===== src/rtl/crop_video_axis_tx_pkg.sv =====
// Shared state encodings, skid entry tag layout and helpers for the crop core
// AXIS master output stage.
package crop_video_axis_tx_pkg;

    localparam logic [1:0] ST_INIT_WAIT = 2'd0;
    localparam logic [1:0] ST_IDLE      = 2'd1;
    localparam logic [1:0] ST_STREAM    = 2'd2;
    localparam logic [1:0] ST_DRAIN     = 2'd3;

    typedef logic [1:0] tx_state_t;

    // Framing tags that travel with each pixel through the skid buffer.
    typedef struct packed {
        logic tlast;
        logic tuser;
    } skid_tag_t;

    localparam int TAG_W = $bits(skid_tag_t);

    function automatic int strb_w(input int data_w);
        return data_w / 8;
    endfunction

    function automatic int entry_w(input int data_w);
        return data_w + TAG_W;
    endfunction

endpackage


===== src/rtl/crop_video_axis_skid_buf.sv =====
// Two-entry register skid buffer; head entry drives the output directly so the
// consumer sees registered data and push readiness never depends on pop.
module crop_video_axis_skid_buf #(
    parameter int ENTRY_W = 34
) (
    input  logic               clk,
    input  logic               rst,
    input  logic               i_push,
    input  logic [ENTRY_W-1:0] i_din,
    input  logic               i_pop,
    output logic [ENTRY_W-1:0] o_dout,
    output logic               o_full,
    output logic               o_empty
);

    logic [ENTRY_W-1:0] r_head;
    logic [ENTRY_W-1:0] r_tail;
    logic [1:0]         r_count;
    logic               w_push;
    logic               w_pop;

    assign w_push  = i_push && (r_count != 2'd2);
    assign w_pop   = i_pop && (r_count != 2'd0);
    assign o_dout  = r_head;
    assign o_full  = (r_count == 2'd2);
    assign o_empty = (r_count == 2'd0);

    always_ff @(posedge clk or posedge rst) begin
        if (rst) begin
            r_head  <= '0;
            r_tail  <= '0;
            r_count <= 2'd0;
        end else begin
            case ({w_push, w_pop})
                2'b11: begin
                    // Occupancy unchanged; the head advances and the new entry lands behind it.
                    if (r_count == 2'd2) begin
                        r_head <= r_tail;
                        r_tail <= i_din;
                    end else begin
                        r_head <= i_din;
                    end
                end
                2'b10: begin
                    if (r_count == 2'd0) begin
                        r_head <= i_din;
                    end else begin
                        r_tail <= i_din;
                    end
                    r_count <= r_count + 2'd1;
                end
                2'b01: begin
                    r_head  <= r_tail;
                    r_count <= r_count - 2'd1;
                end
                default: begin
                end
            endcase
        end
    end

endmodule


===== src/rtl/crop_video_axis_master_tx.sv =====
// AXIS video master output stage of the crop core: frames cropped pixels with
// tuser (start of frame) / tlast (end of line) and buffers against backpressure.
module crop_video_axis_master_tx
    import crop_video_axis_tx_pkg::*;
#(
    parameter int C_M00_AXIS_TDATA_WIDTH = 32,
    parameter int C_M00_AXIS_START_COUNT = 32,
    parameter int DIM_W                  = 12
) (
    input  logic                                clk,
    input  logic                                rst,
    input  logic [DIM_W-1:0]                    cfg_width,
    input  logic [DIM_W-1:0]                    cfg_height,
    input  logic                                in_tvalid,
    output logic                                in_tready,
    input  logic [C_M00_AXIS_TDATA_WIDTH-1:0]   in_tdata,
    output logic                                m00_axis_tvalid,
    input  logic                                m00_axis_tready,
    output logic [C_M00_AXIS_TDATA_WIDTH-1:0]   m00_axis_tdata,
    output logic [C_M00_AXIS_TDATA_WIDTH/8-1:0] m00_axis_tstrb,
    output logic                                m00_axis_tlast,
    output logic                                m00_axis_tuser,
    output logic                                frame_done,
    output logic                                cfg_err
);

    localparam int STRB_W  = strb_w(C_M00_AXIS_TDATA_WIDTH);
    localparam int ENTRY_W = entry_w(C_M00_AXIS_TDATA_WIDTH);
    localparam logic [31:0] START_TC = (C_M00_AXIS_START_COUNT > 0) ?
                                       32'(C_M00_AXIS_START_COUNT - 1) : 32'd0;
    localparam logic [DIM_W-1:0] ONE = DIM_W'(1);

    tx_state_t          r_state;
    logic [31:0]        r_start_cnt;
    logic [DIM_W-1:0]   r_width;
    logic [DIM_W-1:0]   r_height;
    logic [DIM_W-1:0]   r_col;
    logic [DIM_W-1:0]   r_row;
    logic [DIM_W-1:0]   r_out_row;
    logic               r_cfg_err;
    logic               r_frame_done;

    logic               w_accept;
    logic               w_pop;
    logic               w_full;
    logic               w_empty;
    logic               w_last_col;
    logic               w_last_row;
    skid_tag_t          w_in_tag;
    skid_tag_t          w_out_tag;
    logic [ENTRY_W-1:0] w_din;
    logic [ENTRY_W-1:0] w_dout;

    assign in_tready  = (r_state == ST_STREAM) && !w_full;
    assign w_accept   = in_tvalid && in_tready;
    assign w_pop      = !w_empty && m00_axis_tready;
    assign w_last_col = (r_col == r_width - ONE);
    assign w_last_row = (r_row == r_height - ONE);

    always_comb begin
        w_in_tag       = '0;
        w_in_tag.tlast = w_last_col;
        w_in_tag.tuser = (r_col == '0) && (r_row == '0);
    end

    assign w_din = {in_tdata, w_in_tag};

    crop_video_axis_skid_buf #(
        .ENTRY_W (ENTRY_W)
    ) u_skid (
        .clk     (clk),
        .rst     (rst),
        .i_push  (w_accept),
        .i_din   (w_din),
        .i_pop   (w_pop),
        .o_dout  (w_dout),
        .o_full  (w_full),
        .o_empty (w_empty)
    );

    assign w_out_tag       = skid_tag_t'(w_dout[TAG_W-1:0]);
    assign m00_axis_tvalid = !w_empty;
    assign m00_axis_tdata  = w_dout[ENTRY_W-1:TAG_W];
    assign m00_axis_tlast  = w_out_tag.tlast;
    assign m00_axis_tuser  = w_out_tag.tuser;
    assign m00_axis_tstrb  = {STRB_W{1'b1}};
    assign frame_done      = r_frame_done;
    assign cfg_err         = r_cfg_err;

    always_ff @(posedge clk or posedge rst) begin
        if (rst) begin
            r_state     <= ST_INIT_WAIT;
            r_start_cnt <= '0;
            r_width     <= '0;
            r_height    <= '0;
            r_col       <= '0;
            r_row       <= '0;
            r_cfg_err   <= 1'b0;
        end else begin
            case (r_state)
                ST_INIT_WAIT: begin
                    if (r_start_cnt == START_TC) begin
                        r_state <= ST_IDLE;
                    end else begin
                        r_start_cnt <= r_start_cnt + 32'd1;
                    end
                end
                ST_IDLE: begin
                    if ((cfg_width == '0) || (cfg_height == '0)) begin
                        r_cfg_err <= 1'b1;
                    end else begin
                        r_cfg_err <= 1'b0;
                        r_width   <= cfg_width;
                        r_height  <= cfg_height;
                        r_col     <= '0;
                        r_row     <= '0;
                        r_state   <= ST_STREAM;
                    end
                end
                ST_STREAM: begin
                    if (w_accept) begin
                        if (w_last_col) begin
                            r_col <= '0;
                            if (w_last_row) begin
                                r_row   <= '0;
                                r_state <= ST_DRAIN;
                            end else begin
                                r_row <= r_row + ONE;
                            end
                        end else begin
                            r_col <= r_col + ONE;
                        end
                    end
                end
                ST_DRAIN: begin
                    if (w_empty) begin
                        r_state <= ST_IDLE;
                    end
                end
                default: r_state <= ST_INIT_WAIT;
            endcase
        end
    end

    // Output-side line count: the last tlast beat of the frame to leave the buffer ends it.
    always_ff @(posedge clk or posedge rst) begin
        if (rst) begin
            r_out_row    <= '0;
            r_frame_done <= 1'b0;
        end else begin
            r_frame_done <= 1'b0;
            if (w_pop && w_out_tag.tlast) begin
                if (r_out_row == r_height - ONE) begin
                    r_out_row    <= '0;
                    r_frame_done <= 1'b1;
                end else begin
                    r_out_row <= r_out_row + ONE;
                end
            end
        end
    end

endmodule


===== config.mk =====
export PLATFORM = sky130hd
export DESIGN_NAME = crop_video_axis_master_tx
export DESIGN_NICKNAME = d
export VERILOG_FILES = /design/src/rtl/crop_video_axis_tx_pkg.sv /design/src/rtl/crop_video_axis_skid_buf.sv /design/src/rtl/crop_video_axis_master_tx.sv
export SDC_FILE = /design/constraint.sdc
export NUM_CORES = 1
export LEC_CHECK = 0
export ABC_AREA = 0
export BUFFER_PORTS_ARGS = -buffer_cell sky130_fd_sc_hd__buf_2
export CAP_MARGIN = 20
export CORE_MARGIN = 2
export CORE_UTILIZATION = 54
export CTS_CLUSTER_DIAMETER = 150
export DETAILED_ROUTE_END_ITERATION = 16
export GPL_TIMING_DRIVEN = 0
export PLACE_DENSITY = 0.81
export SLEW_MARGIN = 20
export SYNTH_ARGS = -nofsm -noshare
export SYNTH_HDL_FRONTEND = slang
export SYNTH_HIERARCHICAL = 1
export SYNTH_SLANG_ARGS = --single-unit

===== constraint.sdc =====
create_clock -name clk -period 2.9 [get_ports clk]
set_input_delay 0.58 -clock clk [delete_from_list [all_inputs] [get_ports clk]]
set_output_delay 0.58 -clock clk [all_outputs]
set_load 0.03 [all_outputs]

======== Word-level counts from Yosys, hierarchy flattened ========
Cells that the tools add are included.
storage, ports and cells
  output and inout port bits .............. 42
  bits in registers ....................... 166
cells by class
  equal/unequal tests ..................... 21
  add/sub/neg operators ................... 8
  muxes and demuxes ....................... 26
  reductions and logical operators ........ 28
  bitwise operators ....................... 2
operators with widths
  cell                   number
  $mux 34                4
  $pmux 34 s3            1
  $mux 12                7
  $pmux 34 s2            1
  $logic_not 12->1       4
  $pmux 12 s2            2
  $add 12x1->12 const B  3
  $eq 12x12->1           3
  $add 32x1->32 const B  1
  $eq 32x5->1 const B    1
  $sub 12x1->12 const B  2
  $ne 2x2->1 const B     9
  $mux 2                 6
  $eq 2x2->1 const B     5
  $pmux 2 s4             1
  $reduce_bool 2->1      4
  $logic_and 1x1->1      7
  $reduce_and 2->1       3
  $reduce_and 3->1       2
  $reduce_and 6->1       1
  $eq 2x1->1 const B     2
  $logic_not 2->1        2
  $pmux 2 s2             1
  $reduce_and 4->1       1
  other kinds (8)        12

======== Longest topological paths before layout ========
Gate-level depths: netlist (run 1).
  word-level depth ........................ 8
  gate-level depth with buffers ........... 14
  mapped depth without buffers ............ 10

======== Modules after synthesis ========
The synthesis (run 1) kept the hierarchy.
by module, submodules not included
  module                     area each (sq um)  cells each  instances  sequential area each (sq um)
  crop_video_axis_master_tx  5879.4             603         1          2402.3
  crop_video_axis_skid_buf   3754.9             335         1          1751.7

======== Worst setup path after synthesis (run 1) ========
OpenSTA, ideal clock, no wires.
  kind .................................... flip-flop to flip-flop
  start point ............................. register u_skid.r_count[1]
  end point ............................... register u_skid.r_tail[0]
  stages on the path, launching flop included .. 12
  arrival ................................. 2.783 ns
  data required time ...................... 2.772 ns
  slack ................................... -0.011 ns
  setup time .............................. 0.128 ns
  cell sequence ........................... dfrtp_1 > buf_2 > nor2_1 > nor2b_1 > o21ai_1 > clkbuf_1 > ha_1 > clkbuf_1 > nor2_1 > a211oi_4 > buf_4 > mux2_1
RTL lines
  item                                                                     RTL line                         text
  from (decl)                                                              crop_video_axis_skid_buf.sv:18   logic [1:0] r_count;
  from (signal assigned)                                                   crop_video_axis_skid_buf.sv:50   r_count <= r_count + 2'd1;
  from (signal assigned)                                                   crop_video_axis_skid_buf.sv:54   r_count <= r_count - 2'd1;
  $logic_not 2->1 (*)                                                      crop_video_axis_skid_buf.sv:26   assign o_empty = (r_count == 2'd0);
  via w_empty                                                              crop_video_axis_master_tx.sv:46  logic w_empty;
  $logic_not 1->1 (*)                                                      crop_video_axis_master_tx.sv:56  assign w_pop = !w_empty && m00_axis_tready;
  $logic_and 1x1->1 (*)                                                    crop_video_axis_master_tx.sv:56
  via w_pop                                                                crop_video_axis_master_tx.sv:44  logic w_pop;
  $logic_and 1x1->1 (*)                                                    crop_video_axis_skid_buf.sv:23   assign w_pop = i_pop && (r_count != 2'd0);
  $eq 2x2->1                                                               crop_video_axis_skid_buf.sv:34   case ({w_push, w_pop})
  $ne 2x2->1 (no source line) / $reduce_bool 2->1 (equally long branches)  --
  $reduce_and 3->1 (no source line)                                        --
  to (signal assigned)                                                     crop_video_axis_skid_buf.sv:39   r_tail <= i_din;
  to (signal assigned)                                                     crop_video_axis_skid_buf.sv:48   r_tail <= i_din;
  to (decl)                                                                crop_video_axis_skid_buf.sv:17   logic [ENTRY_W-1:0] r_tail;
The timed path passes the listed nets; every way through them passes the cells marked *.
A chain may end at the register's enable or synchronous reset.

======== Worst setup path after layout (run 1) ========
  start point ............................. register r_height[4]
  end point ............................... register r_row[3]
between the ends
  cells in the longest elaborated chain, start to end .. 6
ends and longest elaborated chain
  item                    RTL line                          text
  from (decl)             crop_video_axis_master_tx.sv:36   logic [DIM_W-1:0] r_height;
  from (signal assigned)  crop_video_axis_master_tx.sv:114  r_height <= cfg_height;
  $sub 12x1->12           crop_video_axis_master_tx.sv:58   assign w_last_row = (r_row == r_height - ONE);
  $eq 12x12->1            crop_video_axis_master_tx.sv:58
  $mux 12                 crop_video_axis_master_tx.sv:124  if (w_last_row) begin
  $mux 12                 crop_video_axis_master_tx.sv:122  if (w_last_col) begin
  $mux 12                 crop_video_axis_master_tx.sv:121  if (w_accept) begin
  $pmux 12 s2             crop_video_axis_master_tx.sv:100  case (r_state)
  to (signal assigned)    crop_video_axis_master_tx.sv:128  r_row <= r_row + ONE;
  to (decl)               crop_video_axis_master_tx.sv:38   logic [DIM_W-1:0] r_row;
Every way passes these cells. The select of a mux whose other input is x is not followed.

==> load_flow_metrics.sql, run 1 <==
INSERT INTO impl_metrics (metric_group, metric, value, unit) VALUES
('status', 'run_status', 'finished, violations left', ''),
('status', 'violations', 'setup timing', ''),
('timing', 'worst_slack', '-16.6', 'ps'),
('setup_path', 'critPathMaxFanout', '6', ''),
('synth', 'syn_avg_cell_area', '10.3', 'µm²'),
('synth', 'synth-async-reset-ratio', '1.00', ''),
('timing', 'report.final.setup_viol', '2', ''),
('layout', 'final_core_utilization', '0.670', ''),
('flow_run', 'cap_viol_max_count', '0', ''),
('timing', 'final_max_slew_viol_count', '0', ''),
('drt', 'post_drt_wl_per_cell', '19.3', 'µm'),
('global_route', 'globalRoute.totalOverflow', '0', ''),
('synth', 'netlist_area', '9630', 'µm²'),
('clock_tree', 'cts_tree', 'yes', ''),
('placement', 'finalWeightedCongestion', '0.923', ''),
('placement', 'preCtsSetupSlack', '-814', 'ps'),
('timing', 'share_of_the_cycle_needed_by_the_critical_path_after_routing', '1.01', ''),
('clock_tree', 'ctsRootBufferMaster', 'clkbuf_16', ''),
('floorplanning', 'die_outline_area', '18900', 'µm²'),
('placement', 'place_inst', '1267', ''),
('layout', 'layout_commonest_cell', 'dfrtp_1', ''),
('global_route', 'grt_start_max_net_pins', '37', ''),
('global_route', 'grt_antenna_before_repair', '2', ''),
('pwr', 'max-vdd-ir-drop', '0.617', 'mV'),
('synth', 'synthDistinctLibCells', '75', ''),
('timing', 'tightest_slew', '1050', 'ps'),
('timing', 'hold_viol_final', '0', ''),
('layout', 'fin_nets', '1152', ''),
('synth', 'dominantRegCellSynth', 'dfrtp_1', ''),
('drt', 'routed_wirelength', '25500', 'µm'),
('floorplanning', 'floorplan.initialDensity', '0.555', ''),
('drt', 'drcViolationCount', '0', ''),
('drt', 'detailedRoute.firstPassIterationCount', '6', ''),
('synth', 'simple_gate_share_of_the_synthesized_area', '0.196', ''),
('timing', 'finalHoldWorstSlack', '120', 'ps'),
('global_route', 'grt_first_pass_wirelength', '40300', 'µm'),
('placement', 'port_buffers', '97', ''),
('synth', 'edff_count_synth', '0', ''),
('floorplanning', 'die_h', '138', 'µm'),
('timing', 'fmax', '343', 'MHz'),
('setup_path', 'critPathMaxStageDelay', '530', 'ps'),
('setup_path', 'cp_data_arrival_time', '3240', 'ps'),
('layout', 'final_area', '11600', 'µm²'),
('clock_tree', 'clk_path_buf_depth', '2', ''),
('synth', 'post_synth_inst_count', '938', ''),
('floorplanning', 'num_io_pins', '102', ''),
('drt', 'vias', '8286', ''),
('layout', 'final_layout_size_suffix_gt1_frac', '0.251', ''),
('timing', 'clock-skew-final', '15.3', 'ps'),
('clock_tree', 'clkSlewWorstSetupHoldPaths', '70', 'ps'),
('setup_path', 'worst-endpoint-required', '3220', 'ps'),
('drt', 'drt-initial-drc-count', '874', ''),
('timing', 'final_period_minus_worst_setup_slack', '2920', 'ps'),
('drt', 'wirelength_met1', '10300', 'µm'),
('synth', 'synthesized_area_fraction_occupied_by_xor_and_xnor_cells', '0.0803', ''),
('pwr', 'power-per-cell-area', '1020', 'nW/µm²'),
('synth', 'mux_contribution_to_synthesized_area', '0.0734', ''),
('setup_path', 'critPathKind', 'register to register', ''),
('global_route', 'grt_util_all_layers', '0.272', ''),
('setup_path', 'path_cells', 'or4_4, buf_6, o31a_1, a311oi_2, nand3_1, o41ai_4, buf_4, o211ai_1, a22o_1', ''),
('synth', 'ys_warns', '6', ''),
('layout', 'filler_cell_count', '1274', ''),
('drt', 'route.antenna.remaining_nets', '0', ''),
('drt', 'detailroute.wirelength.met2', '12700', 'µm'),
('drt', 'routed_via_count_divided_by_cell_count', '6.30', ''),
('global_route', 'via_count_of_the_first_global_routing_pass', '8138', ''),
('setup_path', 'r2r_setup_slack', '-20', 'ps'),
('clock_tree', 'clock_insertion_delay_worst_skew', '440', 'ps'),
('synth', 'synth-seq-cells', '166', ''),
('layout', 'instances_no_fill', '1316', ''),
('synth', 'synth_top_family_by_area', 'simple AND/OR/NAND/NOR gates', '');
[critical path: cells and delay by family (launching register included)]
| family | cells | cell delay [ps] |
|---|---|---|
| AOI/OAI and AO/OA | 5 | 1280 |
| and+or+nand+nor | 2 | 640 |
| DFF | 1 | 530 |
| buffers and inverters | 2 | 360 |
[per-layer routing]
| layer | track usage | up-vias |
|---|---|---|
| met5 | 0 | - |
| met4 | 0.0985 | 2 |
| met3 | 0.0556 | 53 |
| met2 | 0.448 | 347 |
| met1 | 0.355 | 4100 |
| li1 | - | 3784 |
[layout make-up]
type,instances,area (µm²),area share
plain buffers,63,413,0.0355
multi-input cells,674,5310,0.456
inverters,31,125,0.0108
clock buffers,17,425,0.0366
well taps,225,282,0.0242
flip-flops and latches,166,4160,0.358
diodes,1,2.50,0.000215
clock inverters,15,164,0.0141
repair buffers,124,754,0.0649
[state kept, by name, summed over array words and instances, names as in the netlist]
name and cells:
r_state 2, r_row 12, cfg_err 1, u_skid/r_count 2
r_start_cnt 32, r_height 12, r_col 12, r_out_row 12
u_skid/r_tail 34, r_width 12, u_skid/o_dout 34, frame_done 1
[repair_timing]
action	CTS	global route
pin swaps	3	19
resized for setup	53	56
endpoints found under the setup margin	109	107
buffers inserted	7	15
cloned	1	0
endpoints found under the hold margin	0	0
[worst paths after layout]
kind	depth (start not counted)	to	from
worst min register to register	1	cfg_err	cfg_err
worst max-delay path	9	r_row[3]	r_height[4]
worst min-delay path	2	r_start_cnt[21]	rst
max in group asynchronous	4	r_height[5]	rst
worst max register to register	9	r_row[3]	r_height[4]
min in group clk	2	u_skid/r_tail[5]	in_tdata[3]
[synth_stat cells, types with 4 or more instances]
library cell,number,area share
a221oi_1,36,0.033
xor2_1,35,0.032
nor3_1,13,0.0068
and2_1,5,0.0032
or4_1,10,0.0078
a21oi_1,9,0.0047
a31oi_1,5,0.0032
nand2b_1,10,0.0065
o21ai_0,7,0.0036
a211oi_1,37,0.029
nor4_1,18,0.012
ha_1,15,0.019
and4_1,10,0.0091
buf_2,6,0.0031
o31ai_1,38,0.030
nand4_1,14,0.0091
buf_4,9,0.0070
nor2b_1,14,0.0091
nor2_1,52,0.020
o22ai_1,4,0.0026
nor3b_1,4,0.0031
dfrtp_1,166,0.43
and3b_1,36,0.033
nand2_1,36,0.014
and3_1,21,0.014
nand3_1,53,0.028
inv_1,30,0.012
buf_6,5,0.0058
nor4b_1,5,0.0045
xnor2_1,48,0.044
o211ai_1,12,0.0094
mux2_2,27,0.032
clkbuf_1,48,0.019
or3_1,4,0.0026
a22o_1,11,0.010
mux2_1,34,0.040
[power by group]
group / leakage, µW / switching (µW) / total (µW) / internal, µW
sequential: 0.00212 / 689 / 3730 / 3040
combinational: 0.00286 / 3390 / 5900 / 2520
clock: 0.000280 / 1070 / 2210 / 1150
total: 0.00526 / 5140 / 11800 / 6710
[cells by family after synthesis]
| group | count (synthesis) |
|---|---|
| and+or+nand+nor | 320 |
| AOI/OAI and AO/OA | 187 |
| DFF | 166 |
| buffers and inverters | 101 |
| xor gates and xnor gates | 85 |
| muxes | 63 |
| adders and majority gates | 15 |
| other | 1 |
[stage by stage]
stage          TNS [ps]  total power (µW)
5_1_grt            -936             12500
2_1_floorplan         0              7430
6_report          -17.9             11800
4_1_cts               0             11400
3_3_place_gp     -85030              8630
3_5_place_dp     -62880              8840
Note: power is estimated with default switching activity, not from simulation.
==> run 2, diff against run 1 <==
--- a/config.mk
+++ b/config.mk
@@ -12,7 +12,7 @@
 export CORE_UTILIZATION = 54
 export CTS_CLUSTER_DIAMETER = 150
 export DETAILED_ROUTE_END_ITERATION = 16
-export GPL_TIMING_DRIVEN = 0
+export GPL_TIMING_DRIVEN = 1
 export PLACE_DENSITY = 0.81
 export SLEW_MARGIN = 20
 export SYNTH_ARGS = -nofsm -noshare
==> run 2 against run 1 <==
The run now ends clean. Global-route usage shrank 0.080 points. Critical path depth is the same. Die area is the same. Clock skew shrank 0.74 ps. Routed wire length shrank 2.3%. Via count shrank 2.5%. Sequential share of layout area grew 0.80 points. Critical endpoint is now r_row[5]. Highest routed layer is now met4.
==> load_flow_metrics.sql, run 2 (synthesized netlist as in run 1, its figures left out) <==
INSERT INTO impl_metrics (metric_group, metric, value, unit) VALUES
('status', 'run_status', 'completed', ''),
('setup_path', 'end_kind', 'register', ''),
('setup_path', 'cp_data_arrival_time', '3090', 'ps'),
('drt', 'drt-initial-drc-count', '513', ''),
('setup_path', 'r2r_cells', '9', ''),
('setup_path', 'worstReg2RegStart', 'r_height[2]', ''),
('setup_path', 'critPathKind', 'register to register', ''),
('floorplanning', 'fp.dieW', '138', 'µm'),
('placement', 'port_buffers', '97', ''),
('timing', 'final_period_minus_worst_setup_slack', '2770', 'ps'),
('layout', 'fin_nets', '1133', ''),
('drt', 'drcViolationCount', '0', ''),
('clock_tree', 'tritoncts_num_sinks', '166', ''),
('floorplanning', 'die_outline_area', '18900', 'µm²'),
('clock_tree', 'postCtsHoldBufs', '0', ''),
('layout', 'layout_commonest_cell', 'dfrtp_1', ''),
('drt', 'vias', '8075', ''),
('timing', 'tightest_slew', '700', 'ps'),
('drt', 'routed_via_count_divided_by_cell_count', '6.23', ''),
('drt', 'wirelength_met1', '10300', 'µm'),
('drt', 'post_drt_wl_per_cell', '19.2', 'µm'),
('drt', 'detailroute.wirelength.met2', '12500', 'µm'),
('timing', 'fin_tns_setup', '0', 'ps'),
('timing', 'worst_slack', '134', 'ps'),
('flow_run', 'cap_viol_max_count', '0', ''),
('setup_path', 'critPathMaxFanout', '5', ''),
('drt', 'detailedRoute.firstPassIterationCount', '5', ''),
('drt', 'route.antenna.remaining_nets', '0', ''),
('layout', 'layout_common_cells', 'dfrtp_1, buf_2, buf_4, nand3_1, nor2_1', ''),
('pwr', 'max-vdd-ir-drop', '0.682', 'mV'),
('layout', 'synthToLayoutAreaGrowth', '18.0', '%'),
('setup_path', 'critPathLaunch', 'r_height[2]', ''),
('clock_tree', 'clkSlewWorstSetupHoldPaths', '70', 'ps'),
('global_route', 'grt_antenna_before_repair', '1', ''),
('clock_tree', 'cts-htree-levels', '4', ''),
('setup_path', 'worstSetupStartpointType', 'register', ''),
('clock_tree', 'ctsRootBufferMaster', 'clkbuf_16', ''),
('clock_tree', 'clk_path_buf_depth', '2', ''),
('drt', 'routed_wirelength', '24900', 'µm'),
('floorplanning', 'num_io_pins', '102', ''),
('timing', 'fmax', '362', 'MHz'),
('global_route', 'via_count_of_the_first_global_routing_pass', '8119', ''),
('timing', 'clock-skew-final', '14.6', 'ps'),
('setup_path', 'setup.worst_path.end', 'r_row[5]', ''),
('setup_path', 'worst-endpoint-required', '3220', 'ps'),
('global_route', 'grt_start_max_net_pins', '44', ''),
('layout', 'final_layout_size_suffix_gt1_frac', '0.242', ''),
('placement', 'place.detailed.hpwl', '16600', 'µm'),
('global_route', 'grt_util_all_layers', '0.271', ''),
('layout', 'instances_no_fill', '1297', ''),
('setup_path', 'reg2reg_to', 'r_row[5]', ''),
('clock_tree', 'cts_tree', 'yes', ''),
('timing', 'hold_viol_final', '0', ''),
('drt', 'highest_layer', 'met4', ''),
('global_route', 'grt_first_pass_wirelength', '40300', 'µm'),
('floorplanning', 'rows', '48', ''),
('pwr', 'power-per-cell-area', '1020', 'nW/µm²'),
('floorplanning', 'die_h', '138', 'µm'),
('timing', 'share_of_the_cycle_needed_by_the_critical_path_after_routing', '0.954', ''),
('clock_tree', 'clock_insertion_delay_worst_skew', '430', 'ps'),
('pwr', 'power_leakage', '0.00525', 'µW'),
('timing', 'max_slew_headroom_at_the_worst_pin', '0.528', ''),
('floorplanning', 'floorplan.initialDensity', '0.555', ''),
('min_path', 'min_path_type', 'input pin to async pin', ''),
('placement', 'finalWeightedCongestion', '0.913', ''),
('floorplanning', 'fp.coreArea', '17400', 'µm²'),
('drt', 'met3RoutedLength', '1740', 'µm'),
('placement', 'place_inst', '1257', ''),
('timing', 'report.final.setup_viol', '0', ''),
('layout', 'final_core_utilization', '0.655', ''),
('clock_tree', 'cts_buffers', '17', ''),
('setup_path', 'r2r_setup_slack', '130', 'ps'),
('placement', 'preCtsSetupSlack', '-311', 'ps'),
('timing', 'final_max_slew_viol_count', '0', ''),
('timing', 'finalHoldWorstSlack', '154', 'ps'),
('global_route', 'globalRoute.totalOverflow', '0', '');
[run 2: metrics by stage]
step	total power (µW)	instance area, µm²
floorplan	7430	9650
global placement	8910	10600
detailed placement	9080	10600
CTS	11400	11200
global route	12400	11400
finish	11600	11400
[run 2: where the power goes]
group          leakage, µW  internal, µW  switching, µW  total (µW)
Clock             0.000282          1240            985        2230
Combinational      0.00284          2470           3320        5800
Sequential         0.00213          3040            583        3620
Total              0.00525          6760           4890       11600
[run 2: worst max-delay path, stage by stage (launching register included)]
cell	delay, ps
dfrtp_1	390
buf_4	170
or3_4	380
o31ai_4	220
a21oi_1	140
or3_4	390
o41ai_4	420
buf_4	210
o211ai_1	100
a22o_1	240
[run 2: repair_timing]
| item | CTS | global route |
|---|---|---|
| pin swaps | 0 | 5 |
| resized for setup | 3 | 23 |
| endpoints found under the setup margin | 11 | 35 |
| buffers inserted | 0 | 6 |
| endpoints found under the hold margin | 0 | 0 |
| cloned | 0 | 1 |
[run 2: layout make-up]
class / count / area [µm²]
fillers: 1334 / 5990
multi-input cells: 674 / 5170
flip-flops and latches: 166 / 4160
repair buffers: 168 / 1060
clock buffers: 20 / 457
well taps: 225 / 282
inverters: 31 / 120
clock inverters: 12 / 118
diodes: 1 / 2.50
[run 2: how the worst min path moves through the flow]
stage | startpoint | to | depth (start not counted)
after floorplan | r_start_cnt[4] | r_start_cnt[4] | 1
after global placement | r_start_cnt[4] | r_start_cnt[4] | 1
after detailed placement | r_start_cnt[4] | r_start_cnt[4] | 1
after CTS | rst | r_start_cnt[3] | 2
after global routing | rst | r_start_cnt[3] | 2
final | rst | r_start_cnt[4] | 2
[run 2: metal layers]
metal  up-vias  track usage
li1       3753            -
met1      4021        0.339
met2       268        0.457
met3        33       0.0688
met4         0       0.0905
met5         -            0
==> run 3, diff against run 2 <==
--- a/config.mk
+++ b/config.mk
@@ -6,7 +6,7 @@
 export NUM_CORES = 1
 export LEC_CHECK = 0
 export ABC_AREA = 0
-export BUFFER_PORTS_ARGS = -buffer_cell sky130_fd_sc_hd__buf_2
+export BUFFER_PORTS_ARGS = -buffer_cell sky130_fd_sc_hd__clkbuf_2
 export CAP_MARGIN = 20
 export CORE_MARGIN = 2
 export CORE_UTILIZATION = 54
==> run 3 against run 2 <==
Non-clock buffer count is 25 lower. Hold slack better by 5.8 ps. Sequential cell count unchanged. Sequential share of layout area grew 0.48 points. Critical endpoint is now r_row[6]. Largest cell class unchanged.
==> load_flow_metrics.sql, run 3 (synthesized netlist as in run 1, its figures left out) <==
INSERT INTO impl_metrics (metric_group, metric, value, unit) VALUES
('status', 'run_status', 'completed', ''),
('drt', 'route.antenna.remaining_nets', '0', ''),
('pwr', 'power_leakage', '0.00513', 'µW'),
('clock_tree', 'cts_tree', 'yes', ''),
('pwr', 'report.power.total', '11600', 'µW'),
('layout', 'antenna-diode-count', '0', ''),
('drt', 'post_drt_wl_per_cell', '19.4', 'µm'),
('timing', 'max_slew_headroom_at_the_worst_pin', '0.504', ''),
('setup_path', 'setup.worst_path.end', 'r_row[6]', ''),
('layout', 'layout_common_cells', 'dfrtp_1, clkbuf_2, nor2_1, nand3_1, xnor2_1', ''),
('setup_path', 'worst_path_max_delay_cell', 'dfrtp_2', ''),
('floorplanning', 'fp.coreArea', '17400', 'µm²'),
('floorplanning', 'rows', '48', ''),
('placement', 'place.detailed.hpwl', '16200', 'µm'),
('setup_path', 'critPathTopFamily', 'simple AND/OR/NAND/NOR gates', ''),
('setup_path', 'critPathMaxFanout', '6', ''),
('layout', 'fin_nets', '1108', ''),
('floorplanning', 'fp.dieW', '138', 'µm'),
('clock_tree', 'cts_buffers', '17', ''),
('clock_tree', 'ctsRootBufferMaster', 'clkbuf_16', ''),
('drt', 'drt-initial-drc-count', '639', ''),
('drt', 'drcViolationCount', '0', ''),
('timing', 'hold_viol_final', '0', ''),
('global_route', 'grt_antenna_before_repair', '1', ''),
('clock_tree', 'postCtsHoldBufs', '0', ''),
('global_route', 'via_count_of_the_first_global_routing_pass', '7804', ''),
('global_route', 'grt_first_pass_wirelength', '39000', 'µm'),
('floorplanning', 'die_h', '138', 'µm'),
('pwr', 'share_seq_of_total_power', '0.320', ''),
('timing', 'share_of_the_cycle_needed_by_the_critical_path_after_routing', '0.969', ''),
('setup_path', 'critPathLaunch', 'r_height[2]', ''),
('clock_tree', 'clk_path_buf_depth', '2', ''),
('drt', 'routed_via_count_divided_by_cell_count', '6.29', ''),
('setup_path', 'end_kind', 'register', ''),
('pwr', 'switching_share', '0.426', ''),
('drt', 'routed_wirelength', '24700', 'µm'),
('setup_path', 'cp_data_arrival_time', '3120', 'ps'),
('clock_tree', 'clkSlewWorstSetupHoldPaths', '70', 'ps'),
('timing', 'clock-skew-final', '13.3', 'ps'),
('clock_tree', 'clock_insertion_delay_worst_skew', '430', 'ps'),
('setup_path', 'reg2reg_to', 'r_row[6]', ''),
('layout', 'synthToLayoutAreaGrowth', '16.5', '%'),
('setup_path', 'critPathKind', 'register to register', ''),
('setup_path', 'r2r_cells', '8', ''),
('pwr', 'internal-power', '6640', 'µW'),
('clock_tree', 'cts-htree-levels', '4', ''),
('pwr', 'share_clk_of_total_power', '0.201', ''),
('placement', 'finalWeightedCongestion', '0.915', ''),
('pwr', 'max-vdd-ir-drop', '0.623', 'mV'),
('timing', 'fmax', '356', 'MHz'),
('layout', 'final_area', '11200', 'µm²'),
('clock_tree', 'tritoncts_num_sinks', '166', ''),
('setup_path', 'critPathMaxStageDelay', '490', 'ps'),
('timing', 'tightest_slew', '737', 'ps'),
('floorplanning', 'floorplan.initialDensity', '0.555', ''),
('setup_path', 'path_cells', 'or3_4, xnor2_2, nand4_1, or3_1, o41ai_4, buf_4, o211ai_1, a22o_1', ''),
('clock_tree', 'cts.repair_timing.setup_buffer_count', '0', ''),
('floorplanning', 'num_io_pins', '102', ''),
('placement', 'port_buffers', '97', ''),
('floorplanning', 'die_outline_area', '18900', 'µm²'),
('min_path', 'min_path_type', 'input pin to async pin', ''),
('setup_path', 'worst-endpoint-required', '3210', 'ps'),
('global_route', 'grt_start_max_net_pins', '58', ''),
('timing', 'fin_tns_setup', '0', 'ps'),
('placement', 'preCtsSetupSlack', '36.6', 'ps'),
('timing', 'final_period_minus_worst_setup_slack', '2810', 'ps'),
('timing', 'final_max_slew_viol_count', '0', ''),
('setup_path', 'worstPathBufferInverterCount', '1', ''),
('setup_path', 'path_depth', '8', ''),
('setup_path', 'worstReg2RegStart', 'r_height[2]', ''),
('pwr', 'power.share.combinational', '0.479', ''),
('timing', 'worst_slack', '91.0', 'ps'),
('pwr', 'power-per-cell-area', '1030', 'nW/µm²'),
('flow_run', 'cap_viol_max_count', '0', ''),
('layout', 'filler_cell_count', '1317', ''),
('placement', 'placed_cell_area', '10500', 'µm²'),
('clock_tree', 'cts.repair.resized', '0', ''),
('layout', 'layout_commonest_cell', 'dfrtp_1', ''),
('setup_path', 'r2r_setup_slack', '90', 'ps'),
('pwr', 'power.switching', '4930', 'µW'),
('global_route', 'globalRoute.totalOverflow', '0', ''),
('drt', 'detailedRoute.firstPassIterationCount', '6', ''),
('layout', 'final_layout_size_suffix_gt1_frac', '0.228', ''),
('drt', 'vias', '7995', ''),
('timing', 'report.final.setup_viol', '0', ''),
('global_route', 'grt_util_all_layers', '0.263', ''),
('setup_path', 'worstSetupStartpointType', 'register', ''),
('layout', 'final_core_utilization', '0.647', '');
## run 3: changes by cell type in the layout (fill, tap and decap cells not counted), sizes merged
| cell | change |
|---|---|
| buf | -122 |
| bufinv | +1 |
| clkbuf | +94 |
| clkinvlp | +1 |
| diode | -1 |
| inv | +1 |
## run 3: layer usage
metal	track usage	vias to the layer above	share of wire
met3	0.0773	41	0.078
met5	0	-	0
li1	-	3679	-
met1	0.326	3982	0.41
met2	0.443	293	0.49
met4	0.0830	0	0.020
## run 3: per-stage QoR
step           hold WS (ps)  instances
2_1_floorplan           435        941
3_5_place_dp            459       1238
6_report                160       1271
3_3_place_gp            452       1238
4_1_cts                 158       1270
5_1_grt                 174       1271
## run 3: final cells by class
cell class                      count  area, µm²  area share
Sequential cell                   166       4160       0.370
Timing Repair Buffer              143        878      0.0782
Multi-Input combinational cell    674       5190       0.463
Clock buffer                       17        425      0.0379
Clock inverter                     15        170      0.0152
Tap cell                          225        282      0.0251
Inverter                           31        120      0.0107
## run 3: worst reg2reg max path, stage by stage, from the launching register on
cell	delay (ps)
dfrtp_2	490
or3_4	410
xnor2_2	240
nand4_1	120
or3_1	440
o41ai_4	430
buf_4	220
o211ai_1	110
a22o_1	240
## run 3: power by group through the flow
stage	sequential (µW)	combinational, µW	clock (µW)
2_1_floorplan	3940	3490	0
3_3_place_gp	3630	5130	0
4_1_cts	3640	5280	2340
6_report	3700	5540	2320
3_5_place_dp	3670	5250	0
5_1_grt	3790	5980	2460
## run 3: worst min-delay path by stage
stage	from	to	slack, ps	cells after the start
2_1_floorplan	r_start_cnt[4]	r_start_cnt[4]	430	1
3_3_place_gp	r_start_cnt[4]	r_start_cnt[4]	450	1
3_5_place_dp	r_start_cnt[4]	r_start_cnt[4]	460	1
4_1_cts	rst	u_skid/r_tail[1]	160	2
5_1_grt	rst	u_skid/o_dout[2]	170	2
6_report	rst	u_skid/o_dout[2]	160	2
